$ cat src/rtl/pipe_pkg.sv
// Shared encodings and defaults for the instruction-fetch stage.
package pipe_pkg;

    localparam logic [1:0] PCS_SEQ    = 2'b00;
    localparam logic [1:0] PCS_BRANCH = 2'b01;
    localparam logic [1:0] PCS_JR     = 2'b10;
    localparam logic [1:0] PCS_JUMP   = 2'b11;

    localparam logic [31:0] DEF_RESET_PC = 32'h0000_0000;
    localparam logic [31:0] DEF_NOP_INST = 32'h0000_0000;

    typedef enum logic {
        ST_FETCH = 1'b0,
        ST_HOLD  = 1'b1
    } if_state_t;

    // Sequential successor; wraps modulo 2^32.
    function automatic logic [31:0] pc_plus4(input logic [31:0] a);
        return a + 32'd4;
    endfunction

endpackage

$ cat src/rtl/mux4x32.sv
// 4:1 word mux keyed by the ID next-PC select encoding.
module mux4x32
    import pipe_pkg::*;
(
    input  logic [31:0] a0,
    input  logic [31:0] a1,
    input  logic [31:0] a2,
    input  logic [31:0] a3,
    input  logic [1:0]  s,
    output logic [31:0] y
);

    always_comb begin
        y = a0;
        case (s)
            PCS_BRANCH: y = a1;
            PCS_JR:     y = a2;
            PCS_JUMP:   y = a3;
            default:    y = a0;
        endcase
    end

endmodule

$ cat src/rtl/pipe_if_stage.sv
// Instruction-fetch stage: PC, IF/ID register, fetch/hold FSM and
// delayed-branch redirect capture for a variable-latency instruction memory.
module pipe_if_stage
    import pipe_pkg::*;
#(
    parameter logic [31:0] RESET_PC = DEF_RESET_PC,
    parameter logic [31:0] NOP_INST = DEF_NOP_INST
) (
    input  logic        clock,
    input  logic        resetn,
    input  logic        wpcir,
    input  logic [1:0]  pcsource,
    input  logic [31:0] bpc,
    input  logic [31:0] jpc,
    input  logic [31:0] da,
    output logic        imem_req,
    output logic [31:0] imem_addr,
    input  logic [31:0] imem_rdata,
    input  logic        imem_ready,
    output logic [31:0] pc,
    output logic [31:0] dpc4,
    output logic [31:0] inst,
    output logic        dvalid
);

    if_state_t   state;
    if_state_t   state_nxt;
    logic [31:0] ibuf;
    logic [31:0] redir_pc;
    logic        redir_v;
    logic [31:0] pc4;
    logic [31:0] target;
    logic [31:0] next_pc;
    logic [31:0] fetched;
    logic [1:0]  target_sel;
    logic        redir_req;
    logic        advance;
    logic        park;
    logic        bubble;

    assign pc4       = pc_plus4(pc);
    assign imem_addr = pc;

    // ID redirect only counts when ID actually holds a real instruction and consumes it.
    assign redir_req  = dvalid && !wpcir && (pcsource != PCS_SEQ);
    assign target_sel = redir_req ? pcsource : PCS_SEQ;

    mux4x32 u_target_mux (
        .a0 (pc4),
        .a1 (bpc),
        .a2 (da),
        .a3 (jpc),
        .s  (target_sel),
        .y  (target)
    );

    // A pending redirect belongs to an older branch, so it outranks a new one.
    assign next_pc = redir_v ? redir_pc : target;
    assign fetched = (state == ST_HOLD) ? ibuf : imem_rdata;

    always_ff @(posedge clock or negedge resetn) begin
        if (!resetn) begin
            state <= ST_FETCH;
        end else begin
            state <= state_nxt;
        end
    end

    always_comb begin
        state_nxt = state;
        imem_req  = 1'b0;
        advance   = 1'b0;
        park      = 1'b0;
        bubble    = 1'b0;
        case (state)
            ST_FETCH: begin
                imem_req = 1'b1;
                if (imem_ready && !wpcir) begin
                    advance = 1'b1;
                end else if (imem_ready) begin
                    park      = 1'b1;
                    state_nxt = ST_HOLD;
                end else if (!wpcir) begin
                    bubble = 1'b1;
                end
            end
            ST_HOLD: begin
                if (!wpcir) begin
                    advance   = 1'b1;
                    state_nxt = ST_FETCH;
                end
            end
            default: state_nxt = ST_FETCH;
        endcase
    end

    always_ff @(posedge clock or negedge resetn) begin
        if (!resetn) begin
            pc       <= RESET_PC;
            dpc4     <= 32'h0;
            inst     <= NOP_INST;
            dvalid   <= 1'b0;
            ibuf     <= 32'h0;
            redir_pc <= 32'h0;
            redir_v  <= 1'b0;
        end else begin
            if (advance) begin
                pc     <= next_pc;
                dpc4   <= pc4;
                inst   <= fetched;
                dvalid <= 1'b1;
            end else if (bubble) begin
                inst   <= NOP_INST;
                dvalid <= 1'b0;
            end

            if (park) begin
                ibuf <= imem_rdata;
            end

            // Delay slot still outstanding: remember where to go once it lands.
            if (advance) begin
                redir_v <= 1'b0;
            end else if (redir_req && !redir_v) begin
                redir_v  <= 1'b1;
                redir_pc <= target;
            end
        end
    end

endmodule
$ cat config.mk
export PLATFORM = sky130hd
export DESIGN_NAME = pipe_if_stage
export DESIGN_NICKNAME = d
export VERILOG_FILES = /design/src/rtl/pipe_pkg.sv /design/src/rtl/mux4x32.sv /design/src/rtl/pipe_if_stage.sv
export SDC_FILE = /design/constraint.sdc
export NUM_CORES = 1
export LEC_CHECK = 0
export CAP_MARGIN = 10
export CORE_ASPECT_RATIO = 0.8
export CORE_MARGIN = 5
export CORE_UTILIZATION = 43
export CTS_CLUSTER_SIZE = 20
export DETAILED_ROUTE_END_ITERATION = 10
export PLACE_DENSITY = 0.78
export SLEW_MARGIN = 20
export SYNTH_ARGS = -nofsm -noshare
export SYNTH_HDL_FRONTEND = slang
export SYNTH_SLANG_ARGS = --single-unit
$ cat constraint.sdc
create_clock -name clock -period 2.2 [get_ports clock]
set_input_delay 0.33 -clock clock [delete_from_list [all_inputs] [get_ports clock]]
set_output_delay 0.33 -clock clock [all_outputs]
set_load 0.005 [all_outputs]
# Word level (Yosys, flattened, before mapping)
# Cells that the tools add are included.
[classes]
n_bitwise = 2
n_eq_ne = 3
n_reduce_logical = 10
add_sub_neg = 1
muxes = 22
[ops]
columns = ["op", "n"]
rows = [
  ["two-way mux 32 bit", 4],
  ["one-hot mux 32 bit (3 select lines)", 1],
  ["adder 32 x 3 -> 32 bit (second input constant)", 1],
  ["two-way mux 1 bit", 14],
  ["nonzero test 2 bit", 3],
  ["== test 2 bit (second input constant)", 2],
  ["logical AND 1 bit", 4],
  ["one-hot mux 1 bit (2 select lines)", 2],
  ["== test 2 x 1 -> 1 bit (second input constant)", 1],
  ["logical NOT 1 bit", 2],
  ["two-way mux 2 bit", 1],
  ["NOT 1 bit", 2],
  ["AND reduction 2 bit", 1],
]
[totals]
wordCells = 46
regBits = 163
out_inout_bits = 130
input_bits = 134

# Longest topological paths before layout
[depth]
ltp_word = 7
mapped_depth = 8
ltp_nobuf = 6

# Modules after synthesis
# Synthesis repeated with hierarchy kept, for this count alone.
[unflattened]
cells_unflattened = 717
hier_area_um2 = 8298.0
[by_module_without_submodules]
columns = ["module", "seq_area_each_um2", "area_each_um2", "cells_each", "n_inst"]
rows = [
  ["pipe_if_stage", 4078.9, 7483.4, 678, 1],
  ["mux4x32", 0.0, 814.5, 39, 1],
]

# Least setup slack after synthesis
# Ideal clock, no wire load.
[synth_timing]
path_type = "register -> register"
start = "register pc[2], in the netlist imem_addr[2]"
end = "register redir_pc[20]"
period_less_slack_ns = 2.178
required_ns = 2.135
path_buffers = 0
stages_incl_launch_ff = 7
path_slack_ns = 0.022
setup_time_ns = 0.065
t_arrival_ns = 2.114
path_cell_list = "dfrtp_1 > ha_1 > nand4_2 > or4_4 > or3_1 > a31oi_1 > mux2_2"
[synth_via]
elab_chain_cells = 2
[synth_rtl]
columns = ["element", "line_no", "text"]
rows = [
  ["from (decl)", "pipe_if_stage.sv:20", "output logic [31:0] pc,"],
  ["from (signal assigned)", "pipe_if_stage.sv:108", "pc <= next_pc;"],
  ["adder 32 x 3 -> 32 bit", "pipe_pkg.sv:19", "return a + 32'd4;"],
  ["one-hot mux 32 bit (3 select lines)", "mux4x32.sv:15", "case (s)"],
  ["to (signal assigned)", "pipe_if_stage.sv:126", "redir_pc <= target;"],
  ["to (decl)", "pipe_if_stage.sv:29", "logic [31:0] redir_pc;"],
]
# Every way passes these cells.
# A chain may end at the register's enable or synchronous reset.

# Worst setup path in the final report
# Same ends and word-level chain as after synthesis.

==> results.md <==
* Most frequent cell after synthesis: dfrtp_1
* Die footprint at 22830 µm²
* Syn Nets at 1049
* Layout cells sized above 1 at 15.58%
* Post-Route WL at 28390 µm
* VDD IR max at 0.0005079 V
* Post-Synthesis Cell Area at 8553 µm²
* Gate Count Post-Synth at 914
* Worst Path Arrival at 2.51 ns
* Maximum clock rate at 465.5 MHz
* Antenna diodes at 0
* Register-to-Register Setup Slack at 0.05 ns
* Yosys warnings at 0
* Die W at 167.7 µm
* Post-synthesis register bit count at 163
* Pre-Repair DR Iteration Count at 5
* Ys async rst share at 100.0%
* CP Class: reg2reg
* Ports at 264
* Commonest cells in the netlist: dfrtp_1, nand2_1, o21ai_0
* Min-delay src: wpcir
* Pwr dens at 919.8 nW/µm²
* Fillers at 1638
* Max-cap violations at 0
* Iteration-0 DRC Markers at 918
* Vias in the first global route at 7941
* Overall Power at 11.37 mW
* Least-Margin Pin Slew at 0.5895 ns
* Worst reg2reg path depth at 6
* Post-synth top area cell: dfrtp_1
* Routed Antenna Nets at 0
* CTS tree: yes
* Vias at 8129
* Clk slew on worst S/H paths at 0.06 ns
* Worst Path Max Fanout at 3
* H-tree depth at 4
* Hold Path Depth at 3
* Die Ht at 136.1 µm
* Routed vias/inst at 5.575
* Hold Slack at 0.2144 ns
* Synth top area share at 47.69%
* Initial antenna violation count at 0
* Reg2reg end: redir_pc[20]
* Seq/Total Area, Yosys at 47.69%
* Hold path endpoint: dvalid
* Clock buffer depth at 2
* Crit end category: flip-flop
* Area Growth Syn to Fin at 44.51%
* Root Driver: clkbuf_16
* Rel. slew slack at 60.52%
* Outcome: finished, final reports clean
* Initial core utilization at 43.45%
* CTS Buf Count at 17
* Most used flip-flop cell after synthesis: dfrtp_1
* Clk sinks at 163
* HPWL after DPL at 21110 µm
* First-pass GRT wire length at 44430 µm
* GRT Resource Usage Total at 24.46%
* Row Count at 46
* Port Buffers at 263
* Yosys cell types at 59
* Worst setup SP type: flip-flop
* DRC Markers at 0
* Drt wl/cell at 19.47 µm
* Fin crit period at 2.148 ns
* Critical path data required time at 2.57 ns
* Pin count of the biggest net entering global routing at 65
* EDFF count, synth at 0
* Final clock skew at 0.01248 ns
* Hold Vio Cnt, Final at 0
* Congestion Overflow GR at 0
* Setup violators final at 0
* RSZ-0062 raised after global routing: false
* Final nets at 1316
* Leakage power at 5.268 nW
* Reg-to-Reg Start: imem_addr[2]
* Crit share post-route at 97.64%
* Skew-Pair Late Insertion Delay at 0.43 ns
* RD Place Congestion at 0.9541
* Core box area at 19680 µm²
* Slew Viols, Final at 0
* Top area cells in the synthesized netlist: dfrtp_1, nand2_1, o21ai_0
* Syn avg cell area at 9.358 µm²
* Worst hold-check path type: in2reg
[worst max-delay path, stage by stage, from the launching register on]
cell     delay (ns)
dfrtp_1        0.40
ha_2           0.24
nand4_4        0.15
or4_4          0.55
or3_4          0.37
a31oi_4        0.21
mux2_2         0.18
[layout by cell type (no fill, tap or decap), types with 4 or more instances in the layout]
| cell type | n |
|---|---|
| a211oi_1 | 4 |
| nand2_1 | 147 |
| o22a_1 | 4 |
| and3_1 | 12 |
| o31ai_1 | 7 |
| xnor2_1 | 11 |
| nor2_1 | 51 |
| xor2_1 | 12 |
| buf_4 | 78 |
| nand3_1 | 17 |
| a211o_1 | 5 |
| nor3_1 | 5 |
| mux2_2 | 44 |
| a22oi_1 | 37 |
| clkinvlp_4 | 4 |
| dfrtp_1 | 163 |
| a31oi_1 | 10 |
| nand2b_1 | 10 |
| a21oi_1 | 44 |
| clkdlybuf4s50_1 | 260 |
| mux2i_1 | 27 |
| buf_6 | 4 |
| and4_1 | 8 |
| inv_1 | 14 |
| a2bb2oi_1 | 5 |
| clkbuf_16 | 17 |
| nor4_1 | 5 |
| buf_12 | 5 |
| inv_6 | 4 |
| o21ai_0 | 106 |
| nand4_1 | 9 |
| o22ai_1 | 4 |
[registers in the layout, indices dropped and copies added, names as in the netlist]
| register | count |
|---|---|
| ibuf | 32 |
| inst | 32 |
| redir_pc | 32 |
| dvalid | 1 |
| imem_addr | 32 |
| redir_v | 1 |
| state | 1 |
| dpc4 | 32 |
[area by class of cell]
type	instances	area (µm²)	area share (%)
clock buffers	20	456.7	3.695
clock inverters	12	121.4	0.9819
inverters	14	52.55	0.4251
multi-input cells	635	3968	32.10
flip-flops and latches	163	4079	33.00
well taps	264	330.3	2.672
repair buffers	350	3353	27.13
[worst max-delay path by stage]
stage | cells past startpoint | slack (ns) | start | to
after floorplan | 6 | 0.02 | imem_addr[2] | redir_pc[20]
after detailed placement | 6 | -0.18 | pcsource[1] | imem_addr[21]
after global routing | 9 | 0.004 | imem_addr[2] | imem_addr[30]
final | 6 | 0.05 | imem_addr[2] | redir_pc[20]
after CTS | 6 | 0.02 | imem_addr[2] | redir_pc[20]
after global placement | 6 | -0.14 | pcsource[1] | imem_addr[21]
[stage by stage]
stage          TNS (ns)  setup WS, ns  cell area, µm²  instances  utilization, %
2_1_floorplan         0       0.02190            8553        914               -
3_3_place_gp     -2.592       -0.1448           11680       1422           59.34
3_5_place_dp     -5.256       -0.1782           11680       1422           59.34
4_1_cts               0       0.01560           12280       1457           62.41
5_1_grt               0      0.004226           12360       1458           62.80
6_report              0       0.05181           12360       1458           62.80
[cells by family (layout without fill, tap and decap cells)]
kind of cell | after synthesis | after routing | synth area share, %
AND/OR/NAND/NOR | 286 | 286 | 15.78
adder cells (fa/ha/maj) | 1 | 1 | 0.1463
XOR/XNOR | 24 | 24 | 2.458
buffers and inverters | 116 | 396 | 6.890
AO/OA/AOI/OAI | 253 | 253 | 18.08
flip-flops | 163 | 163 | 47.69
multiplexers | 71 | 71 | 8.953
[power breakdown]
part | leakage, nW | internal [mW] | switching (mW)
registers | 2.00 | 3.76 | 0.547
clock network | 0.270 | 1.64 | 1.29
logic | 3.00 | 2.31 | 1.82
[routing by layer]
metal  GRT usage [%]  share of wire [%]  vias to the layer above
met2           38.07                 46                      397
li1                -                  -                     3746
met1           33.80                 42                     3951
met3           8.169                9.8                       35
met5               0                  0                        -
met4           4.777                1.5                        0
[repair_timing]
item / CTS / global route
endpoints found under the setup margin: 1 / 14
buffers inserted: 2 / 1
hold endpoints to repair: 31 / 0
pin swaps: 1 / 4
gates resized for setup: 0 / 15
hold buffers: 1 / 0
(Power assumes the default switching activity.)
==> patch, RTL diff (config.mk and constraints unchanged) <==
Make the reset (`resetn`) synchronous in 2 clocked blocks.
--- a/src/rtl/pipe_if_stage.sv
+++ b/src/rtl/pipe_if_stage.sv
@@ -60,3 +60,3 @@
 
-    always_ff @(posedge clock or negedge resetn) begin
+    always_ff @(posedge clock) begin
         if (!resetn) begin
@@ -96,3 +96,3 @@
 
-    always_ff @(posedge clock or negedge resetn) begin
+    always_ff @(posedge clock) begin
         if (!resetn) begin
Function: differs if resetn is asserted again (counterexample within 4 cycles, from zero or initial values and one cycle with resetn low); with resetn held inactive, the same outputs for 4 cycles.
==> patch against the original RTL <==
Worst setup slack better by 130 ps. Synthesized area is 5.8% lower. Wire length is 3.6% lower. Die area is 5.4% lower. Fmax is 6.4% higher. Final cell count is 4.1% higher. Via count is 1.5% higher. Sequential cell count stayed put. First-iteration DRC count is 21% lower. Final area is 4.2% lower.
Power is not compared: it rests on default switching activity, and its combinational part moved more than twofold at a synthesized area within 25%.
==> patch: results (changes against the original RTL) <==
- Most used DFF post-synth: dfxtp_1
- First-pass GRT wire length: 42.4 mm (-4.6%)
- Vias in the first global route: 7790 (-1.9%)
- Sequential share of cell area: 27.6% (-5.4 points)
- Outcome: finished, final reports clean
- Hold Path Sink: redir_pc[4]$_SDFFE_PN0P_
- Routed via count: 8251 (+1.5%)
- Mux share of post-synthesis cell area: 9.04% (+0.085 points)
- Met2 wire len: 12.5 mm (-4.7%)
- Inverters: 7 (-7)
- Largest cells by area after synthesis: dfxtp_1 (40%), nand2_1 (9.6%), o21ai_0 (6.6%)
- WL per Instance: 18.0 um (-7.5%)
- Worst-Margin Slew: 578 ps (-11.1 ps)
- Most common library cells after synthesis: nand2_1 (207), dfxtp_1 (163), o21ai_0 (106), a21boi_0 (53), clkbuf_1 (51)
- Buffers, non-clock: 366 (+4.6%)
- Hold Crit Depth: 2 (-1)
- HP Start: resetn
- Placer Congestion: 0.895 (-6.2%)
- # nets final: 1387 (+5.4%)
- Met1 Usage GRT: 33.3% (-0.52 points)
- Post-Synthesis Net Count: 1111 (+5.9%)
- Fill count: 1579 (-3.6%)
- Non-clock buffering overhead: 29.0% (+1.9 points)
- Grt met2 use: 38.3% (+0.21 points)
- Worst Path Max Fanout: 11 (+8)
- ClkCell Share: 4.92% (+0.25 points)
- Met1 WL: 11.7 mm (-3.1%)
==> patch: cell count changes after synthesis, sizes merged, moves of 7 or more <==
cell    before  now
mux2i       27   48
o211ai       1    8
dfrtp      163    0
a21oi       44   16
inv         14    7
a21boi       0   55
nand2      147  207
a31oi       11    1
dfxtp        0  163
a22oi       37   26
nor2        52   44
mux2        44   22
==> patch: through the flow <==
| step | setup slack, ps | total power [mW] | std cells | cell area [um2] |
|---|---|---|---|---|
| floorplan | 196 | 3.55 | 976 | 8060 |
| global placement | -135 | 4.10 | 1486 | 11300 |
| detailed placement | -188 | 4.12 | 1486 | 11300 |
| CTS | 214 | 7.03 | 1518 | 11800 |
| global route | 41.2 | 7.24 | 1518 | 11800 |
| finish | 181 | 7.02 | 1518 | 11800 |
==> patch: worst max path at each step <==
stage                     depth (start not counted)  slack [ps]                        from                          to
after global placement                            7        -140                       wpcir   redir_pc[10]$_SDFFE_PN0P_
after detailed placement                          7        -190                       wpcir   redir_pc[10]$_SDFFE_PN0P_
after global routing                              6          40  imem_addr[15]$_SDFFE_PN0P_  imem_addr[31]$_SDFFE_PN0P_
after CTS                                         6         210  imem_addr[15]$_SDFFE_PN0P_  imem_addr[31]$_SDFFE_PN0P_
after floorplan                                   6         200   imem_addr[2]$_SDFFE_PN0P_  imem_addr[26]$_SDFFE_PN0P_
final                                             6         180  imem_addr[15]$_SDFFE_PN0P_  imem_addr[31]$_SDFFE_PN0P_
==> patch: worst max-delay path, stage by stage, from the launching register on <==
cell and delay, ps:
dfxtp_1 460, nand4_2 220, nor4_1 330, buf_4 240, nand4_1 240, a21o_1 250
a22o_1 170
==> patch: where the power goes <==
part,internal [mW],total [mW],switching (mW)
Combinational,0.548,0.982,0.434
Sequential,3.03,3.08,0.0553
Clock,1.52,2.95,1.42
Total,5.10,7.02,1.91
